--- src/rtl/inst_dispatch_if.sv ---
// inst_dispatch_if: instruction-buffer write channel between the dispatcher and the MPU
interface inst_dispatch_if #(parameter int IW = 13);
  logic [IW-1:0] in;
  logic IB_wen, start, buf_full;
  modport master (output in, IB_wen, start, input buf_full);
  modport slave (input in, IB_wen, start, output buf_full);
endinterface

--- src/rtl/inst_dispatch.sv ---
// inst_dispatch: streams a host-loaded program into the MPU instruction buffer, then pulses start and done
module inst_dispatch #(
  parameter int IW = 13,
  parameter int DEPTH = 32,
  parameter int AW = 5
) (
  input  logic clk,
  input  logic rst,
  input  logic prog_we,
  input  logic [AW-1:0] prog_addr,
  input  logic [IW-1:0] prog_data,
  input  logic [AW:0] prog_len,
  input  logic go,
  inst_dispatch_if.master ib,
  output logic busy,
  output logic done,
  output logic [AW:0] sent_cnt
);
  typedef enum logic [1:0] {IDLE, SEND, LAUNCH, FIN} state_t;
  state_t state_q, state_d;
  logic [AW:0] ptr_q, ptr_d, len_q, len_d, len_go;
  logic [IW-1:0] mem [DEPTH];
  logic wen;
  always_ff @(posedge clk)
    if (prog_we && state_q == IDLE) mem[prog_addr] <= prog_data;
  always_ff @(posedge clk)
    if (!rst) begin
      state_q <= IDLE;
      ptr_q <= '0;
      len_q <= '0;
    end else begin
      state_q <= state_d;
      ptr_q <= ptr_d;
      len_q <= len_d;
    end
  // ptr doubles as the accepted-word count, so sent_cnt holds in IDLE until the next go
  always_comb begin
    state_d = state_q;
    ptr_d = ptr_q;
    len_d = len_q;
    len_go = prog_len > (AW+1)'(DEPTH) ? (AW+1)'(DEPTH) : prog_len;
    wen = state_q == SEND && !ib.buf_full;
    case (state_q)
      IDLE: if (go) begin
        len_d = len_go;
        ptr_d = '0;
        state_d = len_go == '0 ? LAUNCH : SEND;
      end
      SEND: if (wen) begin
        ptr_d = ptr_q + 1'b1;
        state_d = ptr_q + 1'b1 == len_q ? LAUNCH : SEND;
      end
      LAUNCH: state_d = FIN;
      default: state_d = IDLE;
    endcase
  end
  assign ib.IB_wen = wen;
  assign ib.in = state_q == SEND ? mem[ptr_q[AW-1:0]] : '0;
  assign ib.start = state_q == LAUNCH;
  assign done = state_q == FIN;
  assign busy = state_q != IDLE;
  assign sent_cnt = ptr_q;
endmodule

--- src/flat_wrapper.sv ---
// flat-port wrapper written by rule: the top's interface ports become plain ports
module inst_dispatch_flat 
#(
  parameter int IW = 13,
  parameter int DEPTH = 32,
  parameter int AW = 5
)
  (clk, rst, prog_we, prog_addr, prog_data, prog_len, go, busy, done, sent_cnt, ib_in, ib_IB_wen, ib_start, ib_buf_full);
  inst_dispatch_if #(.IW(IW)) ib_i ();
  input  logic clk;
  input  logic rst;
  input  logic prog_we;
  input  logic [AW-1:0] prog_addr;
  input  logic [IW-1:0] prog_data;
  input  logic [AW:0] prog_len;
  input  logic go;
  output logic busy;
  output logic done;
  output logic [AW:0] sent_cnt;
  output wire logic [$bits(ib_i.in)-1:0] ib_in;
  output wire logic [$bits(ib_i.IB_wen)-1:0] ib_IB_wen;
  output wire logic [$bits(ib_i.start)-1:0] ib_start;
  input wire logic [$bits(ib_i.buf_full)-1:0] ib_buf_full;
  assign ib_in = ib_i.in;
  assign ib_IB_wen = ib_i.IB_wen;
  assign ib_start = ib_i.start;
  assign ib_i.buf_full = ib_buf_full;
  inst_dispatch #(.IW(IW), .DEPTH(DEPTH), .AW(AW)) u_core (.clk(clk), .rst(rst), .prog_we(prog_we), .prog_addr(prog_addr), .prog_data(prog_data), .prog_len(prog_len), .go(go), .ib(ib_i), .busy(busy), .done(done), .sent_cnt(sent_cnt));
endmodule
--- config.mk ---
export PLATFORM = sky130hd
export DESIGN_NAME = inst_dispatch_flat
export DESIGN_NICKNAME = d
export VERILOG_FILES = /design/src/rtl/inst_dispatch_if.sv /design/src/rtl/inst_dispatch.sv /design/src/flat_wrapper.sv
export SDC_FILE = /design/constraint.sdc
export NUM_CORES = 1
export LEC_CHECK = 0
export BUFFER_PORTS_ARGS = -buffer_cell sky130_fd_sc_hd__buf_2
export CORE_MARGIN = 2
export CORE_UTILIZATION = 50
export DETAILED_ROUTE_END_ITERATION = 16
export PLACE_DENSITY = 0.66
export SKIP_LAST_GASP = 1
export SLEW_MARGIN = 25
export SYNTH_ARGS = -nofsm -noshare
export SYNTH_HDL_FRONTEND = slang
export SYNTH_SLANG_ARGS = --single-unit
--- constraint.sdc ---
create_clock -name clk -period 3.9 [get_ports clk]
set_input_delay 0.39 -clock clk [delete_from_list [all_inputs] [get_ports clk]]
set_output_delay 0.39 -clock clk [all_outputs]
set_load 0.1 [all_outputs]
After elaboration in Yosys (flattened, before gate mapping) --
Memories as Yosys holds them, arrays and structs flattened. A register that Yosys moved wholly into a read port is not among the register bits. Index checks and enable logic that the tools add are counted.
Storage, ports and cells: register bits after elaboration 14, latch bits 0, RAM bits 416, ROM bits 0, bits of input ports 29, output and inout bits 23, logic and storage cells 36, memories 1
Memories:
- u_core.mem | depth 32, width 13, rd ports 1, clocked after memory_dff 1, wr ports 1, RTL line inst_dispatch.sv:22 | logic [IW-1:0] mem [DEPTH];
Operators by class: add/sub/neg operators 1, multiply operators 0, divide/modulo/power cells 0, order comparisons 1, equal/unequal tests 6, shift operators 0, muxes and demuxes 14, bitwise gates (word level) 0, reduce and logical (&&, ||, !) cells 10
Operator list (count):
- 6-bit 2-to-1 mux | 3
- 13-bit 2-to-1 mux | 1
- 6-bit one-hot mux with 2 select lines | 1
- 5-bit 2-to-1 mux | 2
- 2-bit 2-to-1 mux | 4
- 6-bit by 1-bit adder with 6-bit output, second input constant | 1
- 6-bit == test | 1
- 6-bit greater-than comparator, second input constant | 1
- 6-bit logical NOT | 1
- 2-bit one-hot mux with 3 select lines | 1
- 2-bit == test, second input constant | 2
- 2-bit != test, second input constant | 2
- 2-bit AND reduction | 2
- 2-bit nonzero test | 2
- 3-bit AND reduction | 1
- 2-bit by 1-bit == test with 1-bit output, second input constant | 1
- 1-bit logical AND | 2
- 2-bit logical NOT | 1
- 1-bit 2-to-1 mux | 2
- 1-bit logical NOT | 1

Depth between registers and ports, before layout --
Gate-level depths: netlist of the first run.
depth in word-level cells 6, gate-level depth with buffers 8, depth with buffers taken out 6

Least setup slack after synthesis of the first run --
OpenSTA, ideal clock, no wires.
kind reg-to-output, from register (tool-made name), to output ib_in[1], data arrival time 2939 ps, required time 3510 ps, slack 571 ps, stages on the path, launching flop included 8, buffers on the path 4, cells stage by stage dfxtp_1 -> buf_4 -> buf_6 -> buf_4 -> buf_4 -> nor2b_1 -> a22oi_1 -> a31oi_1
RTL lines:
- end: declaration | RTL line flat_wrapper.sv:20 | output wire logic [$bits(ib_i.in)-1:0] ib_in;

==> flow_metrics.env, run 1 <==
export IMPL_status="completed"
export IMPL_rows=67
export IMPL_drt_total_wl_um=35920
export IMPL_core_sq_mm=0.03353
export IMPL_numCtsBuffers=44
export IMPL_netlist_area_leader_share_pct=73.40
export IMPL_clock_sinks=435
export IMPL_path_buf_inv=2
export IMPL_synth_edff_count=416
export IMPL_ys_top_cells_by_area="edfxtp_1, mux4_2, dfxtp_1"
export IMPL_fin_cells=1387
export IMPL_worst_ep_arrival_time_ns=3.15
export IMPL_slowest_delay_ns=0.78
export IMPL_critPathLaunchType="flip-flop"
export IMPL_layout_commonest_cell="edfxtp_1"
export IMPL_yosysSeqAreaShare_pct=75.63
export IMPL_grt_total_usage_pct=20.54
export IMPL_crit_type="reg -> out"
export IMPL_placed_area_sq_mm=0.01798
export IMPL_multi_input_area_sq_mm=0.003885
export IMPL_peakVddDrop_mv=0.2631
export IMPL_placed_cells=1310
export IMPL_ys_seq_elements=435
export IMPL_fill_cells=2491
export IMPL_ys_warn_count=0
export IMPL_gp_congestion=0.7705
export IMPL_die_x_um=188.5
export IMPL_detail_route_wl_per_cell_um=25.89
export IMPL_fin_ws_ns=0.3566
export IMPL_synth_cell_type_count=40
export IMPL_post_cts_buffers=0
export IMPL_drive_above_1_share_pct=30.46
export IMPL_avgSynthCellArea_sq_um=21.12
export IMPL_dieArea_sq_mm=0.03553
export IMPL_final_cell_area_sq_mm=0.01931
export IMPL_syn_inst=806
export IMPL_crit_family="multiplexers"
export IMPL_finClkSkew_ns=0.01323
export IMPL_clk_pin_slew_worst_paths_ns=0.06
export IMPL_cp_slowest_cell="dfxtp_4"
export IMPL_via_per_inst=5.922
export IMPL_drv_cap=0
export IMPL_gr_total_overflow=0
export IMPL_finalSetupTns_ns=0
export IMPL_fp_dieH_um=188.5
export IMPL_hp_class="in -> reg"
export IMPL_cts_buffer_depth=3
export IMPL_finalHoldViolCount=0
export IMPL_drc=0
export IMPL_endpoint_kind="output port"
export IMPL_syn_nets=836
export IMPL_finalMaxSlewViolations=0
export IMPL_async_reset_ff_share_pct=0
export IMPL_antennaDiodeCount=0
export IMPL_grt_max_degree=47
export IMPL_grt_pass1_wl_um=53280
export IMPL_power_mw=9.435
export IMPL_ys_flop_type="edfxtp_1"
export IMPL_dp_slack_ns=0.8602
export IMPL_cp_max_fo=35
export IMPL_setup_viol=0
export IMPL_clockRootBuffer="clkbuf_16"
export IMPL_leakagePower_nw=6.053
export IMPL_clk_latency_ns=0.53
export IMPL_tritoncts="done"
export IMPL_antenna_left=0
export IMPL_period_share_pct=90.86
export IMPL_drtIter0Drc=789
export IMPL_worstPathRequired_ns=3.51
export IMPL_dr_pass1_iters=7
export IMPL_area_delta_synth_final_pct=13.45
export IMPL_first_global_vias=8316
export IMPL_cp_cell_sequence="buf_4, mux4_2, mux2_2, o221ai_1, a21oi_1, buf_2"
export IMPL_whs_ns=0.1674
export IMPL_final_seq_area_sq_mm=0.01288
export IMPL_start_util_pct=50.76
export IMPL_final_core_util_pct=57.59
export IMPL_syn_cell_area_sq_mm=0.01702
export IMPL_p_per_area_mw_per_mm2=488.6
export IMPL_nNetsFinal=938
export IMPL_rsz0062_at_grt="no"
export IMPL_cts_resized=0
export IMPL_worst_slew_pin_transition_ns=0.7365
export IMPL_place_hpwl_um=20990
export IMPL_antenna_found_initial=0
export IMPL_final_cell_mix="edfxtp_1, mux4_2, nor2_1"
export IMPL_htreeDepth=2
export IMPL_portBuffers=51
export IMPL_clock_fmax_mhz=282.2
export IMPL_min_period_ns=3.543
export IMPL_relSlewSlack_pct=50.90
export IMPL_num_vias=8214
export IMPL_pin_count=52
export IMPL_postCtsHoldBufs=0
export IMPL_yosysTopAreaCell="edfxtp_1"
[metal layers]
metal / global-route usage, % / wire (um) / vias up
li1: - / - / 3556
met1: 30.51 / 15710 / 4298
met2: 32.45 / 17020 / 314
met3: 3.595 / 2592 / 46
met4: 4.327 / 589 / 0
met5: 0 / 0 / -
[area by class of cell]
cell class | instances | area share (%)
well taps | 448 | 2.903
inverters | 2 | 0.03888
multi-input cells | 329 | 20.12
repair buffers | 96 | 3.331
flip-flops and latches | 435 | 66.72
clock inverters | 18 | 0.5767
clock buffers | 59 | 6.311
[synth_stat cells (all sizes together), types with 9 or more instances]
cell and number:
a21boi 11, a21oi 12, a221oi 9, buf 26, clkbuf 14, dfxtp 19
edfxtp 416, mux2 30, mux2i 9, mux4 104, nand2 18, nor2 52
o221ai 13
[where the power goes]
group          leakage, nW  total [mW]  switching, mW  internal, mW
sequential            3.90        5.17         0.0235          5.15
clock                0.655        3.88           1.63          2.25
combinational         1.50       0.385          0.276         0.108
[cells by family (layout without fill, tap and decap cells)]
group	after synthesis	count (layout)	share of synthesized area, %
AO/OA/AOI/OAI	61	61	2.588
XOR/XNOR	10	10	0.5146
adder cells (fa/ha/maj)	1	1	0.07350
buffers and inverters	42	175	1.544
flip-flops	435	435	75.63
multiplexers	143	143	16.45
AND/OR/NAND/NOR	114	114	3.198
[final timing paths]
kind | slack, ns | end | depth (start not counted) | start
min reg2reg | 0.48 | u_core.len_q[3] | 2 | u_core.len_q[3]
max reg2reg | 1.71 | u_core.mem[8][11] | 5 | u_core.state_q[0]
max | 0.36 | ib_in[8] | 6 | flip-flop
min | 0.17 | u_core.len_q[4] | 3 | prog_len[4]
[state kept, by name, indices dropped and copies added (netlist names), named ones only]
name and flops:
u_core.len_q 6, u_core.mem 416, u_core.state_q 2, u_core.sent_cnt 6
[worst register-to-register path: stages (launching register included)]
cell and delay [ns]:
dfxtp_1 0.36, nor2_1 0.38, nand2_1 0.13, or3_1 0.50, nor2_1 0.22, buf_4 0.28
(Power assumes the default switching activity.)
==> run 2: changes to the inputs <==
--- a/config.mk
+++ b/config.mk
@@ -5,6 +5,7 @@
 export SDC_FILE = /design/constraint.sdc
 export NUM_CORES = 1
 export LEC_CHECK = 0
+export ABC_AREA = 1
 export BUFFER_PORTS_ARGS = -buffer_cell sky130_fd_sc_hd__buf_2
 export CORE_MARGIN = 2
 export CORE_UTILIZATION = 50
==> flow_metrics.env, run 2 <==
export IMPL_final_cell_mix="edfxtp_1, nand2_1, nand3_1"
export IMPL_drt_total_wl_um=45060
export IMPL_async_reset_ff_share_pct=0
export IMPL_place_hpwl_um=25160
export IMPL_finalSetupTns_ns=0
export IMPL_antenna_left=0
export IMPL_final_core_util_pct=57.91
export IMPL_leakagePower_nw=7.186
export IMPL_worst_slew_pin_transition_ns=0.8190
export IMPL_dieArea_sq_mm=0.03701
export IMPL_switching_power_mw=2.631
export IMPL_placed_area_sq_mm=0.01877
export IMPL_grt_max_degree=115
export IMPL_antennaDiodeCount=0
export IMPL_endpoint_kind="output port"
export IMPL_dr_pass1_iters=5
export IMPL_clock_fmax_mhz=283.3
export IMPL_die_x_um=192.4
export IMPL_clockRootBuffer="clkbuf_16"
export IMPL_drtIter0Drc=1280
export IMPL_cts_buffer_depth=3
export IMPL_rows=68
export IMPL_worstPathRequired_ns=3.51
export IMPL_grt_total_usage_pct=24.64
export IMPL_gp_congestion=0.8118
export IMPL_htreeDepth=2
export IMPL_yosysTopAreaCell="edfxtp_1"
export IMPL_pin_count=52
export IMPL_netlist_area_leader_share_pct=70.41
export IMPL_clock_sinks=435
export IMPL_cp_cell_sequence="inv_6, nand2_1, nand3_1, nand3_1, a21oi_1, o21ai_0, nor2_1, buf_12"
export IMPL_peakVddDrop_mv=0.4405
export IMPL_nNetsFinal=1621
export IMPL_finClkSkew_ns=0.01243
export IMPL_tritoncts="done"
export IMPL_clk_latency_ns=0.54
export IMPL_avgSynthCellArea_sq_um=11.60
export IMPL_syn_inst=1530
export IMPL_top_usage_layer="met2"
export IMPL_grt_use_met2_pct=37.56
export IMPL_cp_max_fo=86
export IMPL_synth_most_common_cell="edfxtp_1"
export IMPL_status="completed"
export IMPL_drv_cap=0
export IMPL_gr_usage_met3_pct=3.783
export IMPL_syn_nets=1560
export IMPL_cts_resized=0
export IMPL_whs_path_depth=3
export IMPL_whs_ns=0.1269
export IMPL_crit_type="reg -> out"
export IMPL_pwr_share_comb_pct=11.9
export IMPL_core_sq_mm=0.03471
export IMPL_worst_ep_arrival_time_ns=3.14
export IMPL_cp_depth=8
export IMPL_min_period_ns=3.529
export IMPL_path_buf_inv=2
export IMPL_finalHoldViolCount=0
export IMPL_finalMaxSlewViolations=0
export IMPL_first_global_vias=11060
export IMPL_cp_slowest_cell="inv_6"
export IMPL_post_cts_buffers=0
export IMPL_slowest_delay_ns=0.50
export IMPL_ys_warn_count=0
export IMPL_layout_commonest_cell="edfxtp_1"
export IMPL_seqPwrFrac_pct=50.1
export IMPL_crit_family="buffers and inverters"
export IMPL_area_delta_synth_final_pct=13.31
export IMPL_portBuffers=51
export IMPL_yosys_top_cells_count="edfxtp_1, nand2_1, nand3_1, nor2_1, o21ai_0"
export IMPL_start_util_pct=51.11
export IMPL_critPathLaunchType="flip-flop"
export IMPL_antenna_found_initial=1
export IMPL_drc=0
export IMPL_final_cell_area_sq_mm=0.02010
export IMPL_synth_cell_type_count=30
export IMPL_period_share_pct=90.50
export IMPL_ys_seq_elements=435
export IMPL_crit_path_frequent_cell="nand3_1"
export IMPL_grt_pass1_wl_um=67290
export IMPL_numCtsBuffers=44
export IMPL_drive_above_1_share_pct=10.22
export IMPL_syn_cell_area_sq_mm=0.01774
export IMPL_detail_route_wl_per_cell_um=21.68
export IMPL_top_register="u_core.mem"
export IMPL_fin_cells=2079
export IMPL_setup_viol=0
export IMPL_yosysSeqAreaShare_pct=72.55
export IMPL_gr_total_overflow=0
export IMPL_postCtsHoldBufs=0
export IMPL_num_vias=11960
export IMPL_p_sw_share_pct=25.40
export IMPL_fp_dieH_um=192.4
export IMPL_placed_cells=2000
export IMPL_clkPwrFrac_pct=38.0
export IMPL_internal_power_mw=7.729
export IMPL_ys_top_cells_by_area="edfxtp_1, nand2_1, nand3_1"
export IMPL_synth_edff_count=416
export IMPL_via_per_inst=5.755
export IMPL_use_met1_pct=36.76
export IMPL_ys_flop_type="edfxtp_1"
export IMPL_rsz0062_at_grt="no"
export IMPL_hp_class="in -> reg"
export IMPL_worst_r2r_path_depth=6
export IMPL_largest_register_ffs=416
export IMPL_clk_pin_slew_worst_paths_ns=0.06
export IMPL_relSlewSlack_pct=45.40
export IMPL_p_per_area_mw_per_mm2=515.3
==> run 2: changes by cell type after synthesis, moves of 30 or more <==
cell     before  now
o21ai_0       5   88
nand3_1       5  204
nand2_1      18  387
buf_2         8   38
mux4_2       96    0
a21oi_1      12   50
nor2_1       52  179
mux2_2       30    0
inv_1         2   33
==> run 2: worst min-delay path, cell delays in order <==
cell     delay, ns
buf_2         0.12
o21ai_0       0.07
a21oi_1       0.04
==> run 2: cell type report <==
cell class | instances | area (sq um)
clock buffer | 54 | 1160
clock inverter | 25 | 168.9
fill | 2849 | 14610
inverter | 36 | 140.1
multi-input combinational | 972 | 4264
sequential | 435 | 12880
tap | 455 | 569.3
timing repair buffer | 102 | 920.9
==> run 2: cell families (layout without fill, tap and decap cells) <==
| kind of cell | Yosys count | after routing | share of synthesized area [%] |
|---|---|---|---|
| buffers and inverters | 123 | 217 | 3.413 |
| adder cells (fa/ha/maj) | 1 | 1 | 0.07051 |
| flip-flops | 435 | 435 | 72.55 |
| AND/OR/NAND/NOR | 779 | 779 | 18.07 |
| AO/OA/AOI/OAI | 192 | 192 | 5.889 |
==> run 2: power by group through the flow <==
stage | registers, mW | clock network (mW) | logic, mW
after global placement | 5.29 | 0 | 1.21
after global routing | 5.20 | 4.17 | 1.32
after floorplan | 5.30 | 0 | 0.765
final | 5.19 | 3.94 | 1.23
after detailed placement | 5.29 | 0 | 1.22
after CTS | 5.19 | 3.99 | 1.22
==> run 2: final timing paths <==
check | from | slack, ns | to
worst max register to register | u_core.state_q[0] | 1.39 | u_core.mem[27][9]
worst min register to register | u_core.len_q[5] | 0.49 | u_core.len_q[5]
worst min-delay path | rst | 0.13 | u_core.len_q[3]
worst max-delay path | flip-flop | 0.37 | ib_in[1]
==> run 2: layer usage <==
layer / share of wire, % / wire length (um) / up-vias
met5: 0.098 / 44 / -
met4: 2.5 / 1107 / 4
met3: 9.2 / 4162 / 77
met2: 46 / 20680 / 545
met1: 42 / 19070 / 5819
li1: - / - / 5519
==> run 2: metrics by stage <==
step / power, mW / worst slack [ns]
6_report: 10.36 / 0.3705
5_1_grt: 10.69 / 0.2152
4_1_cts: 10.41 / 0.3763
3_5_place_dp: 6.513 / 0.9415
3_3_place_gp: 6.497 / 0.9514
2_1_floorplan: 6.063 / 1.057
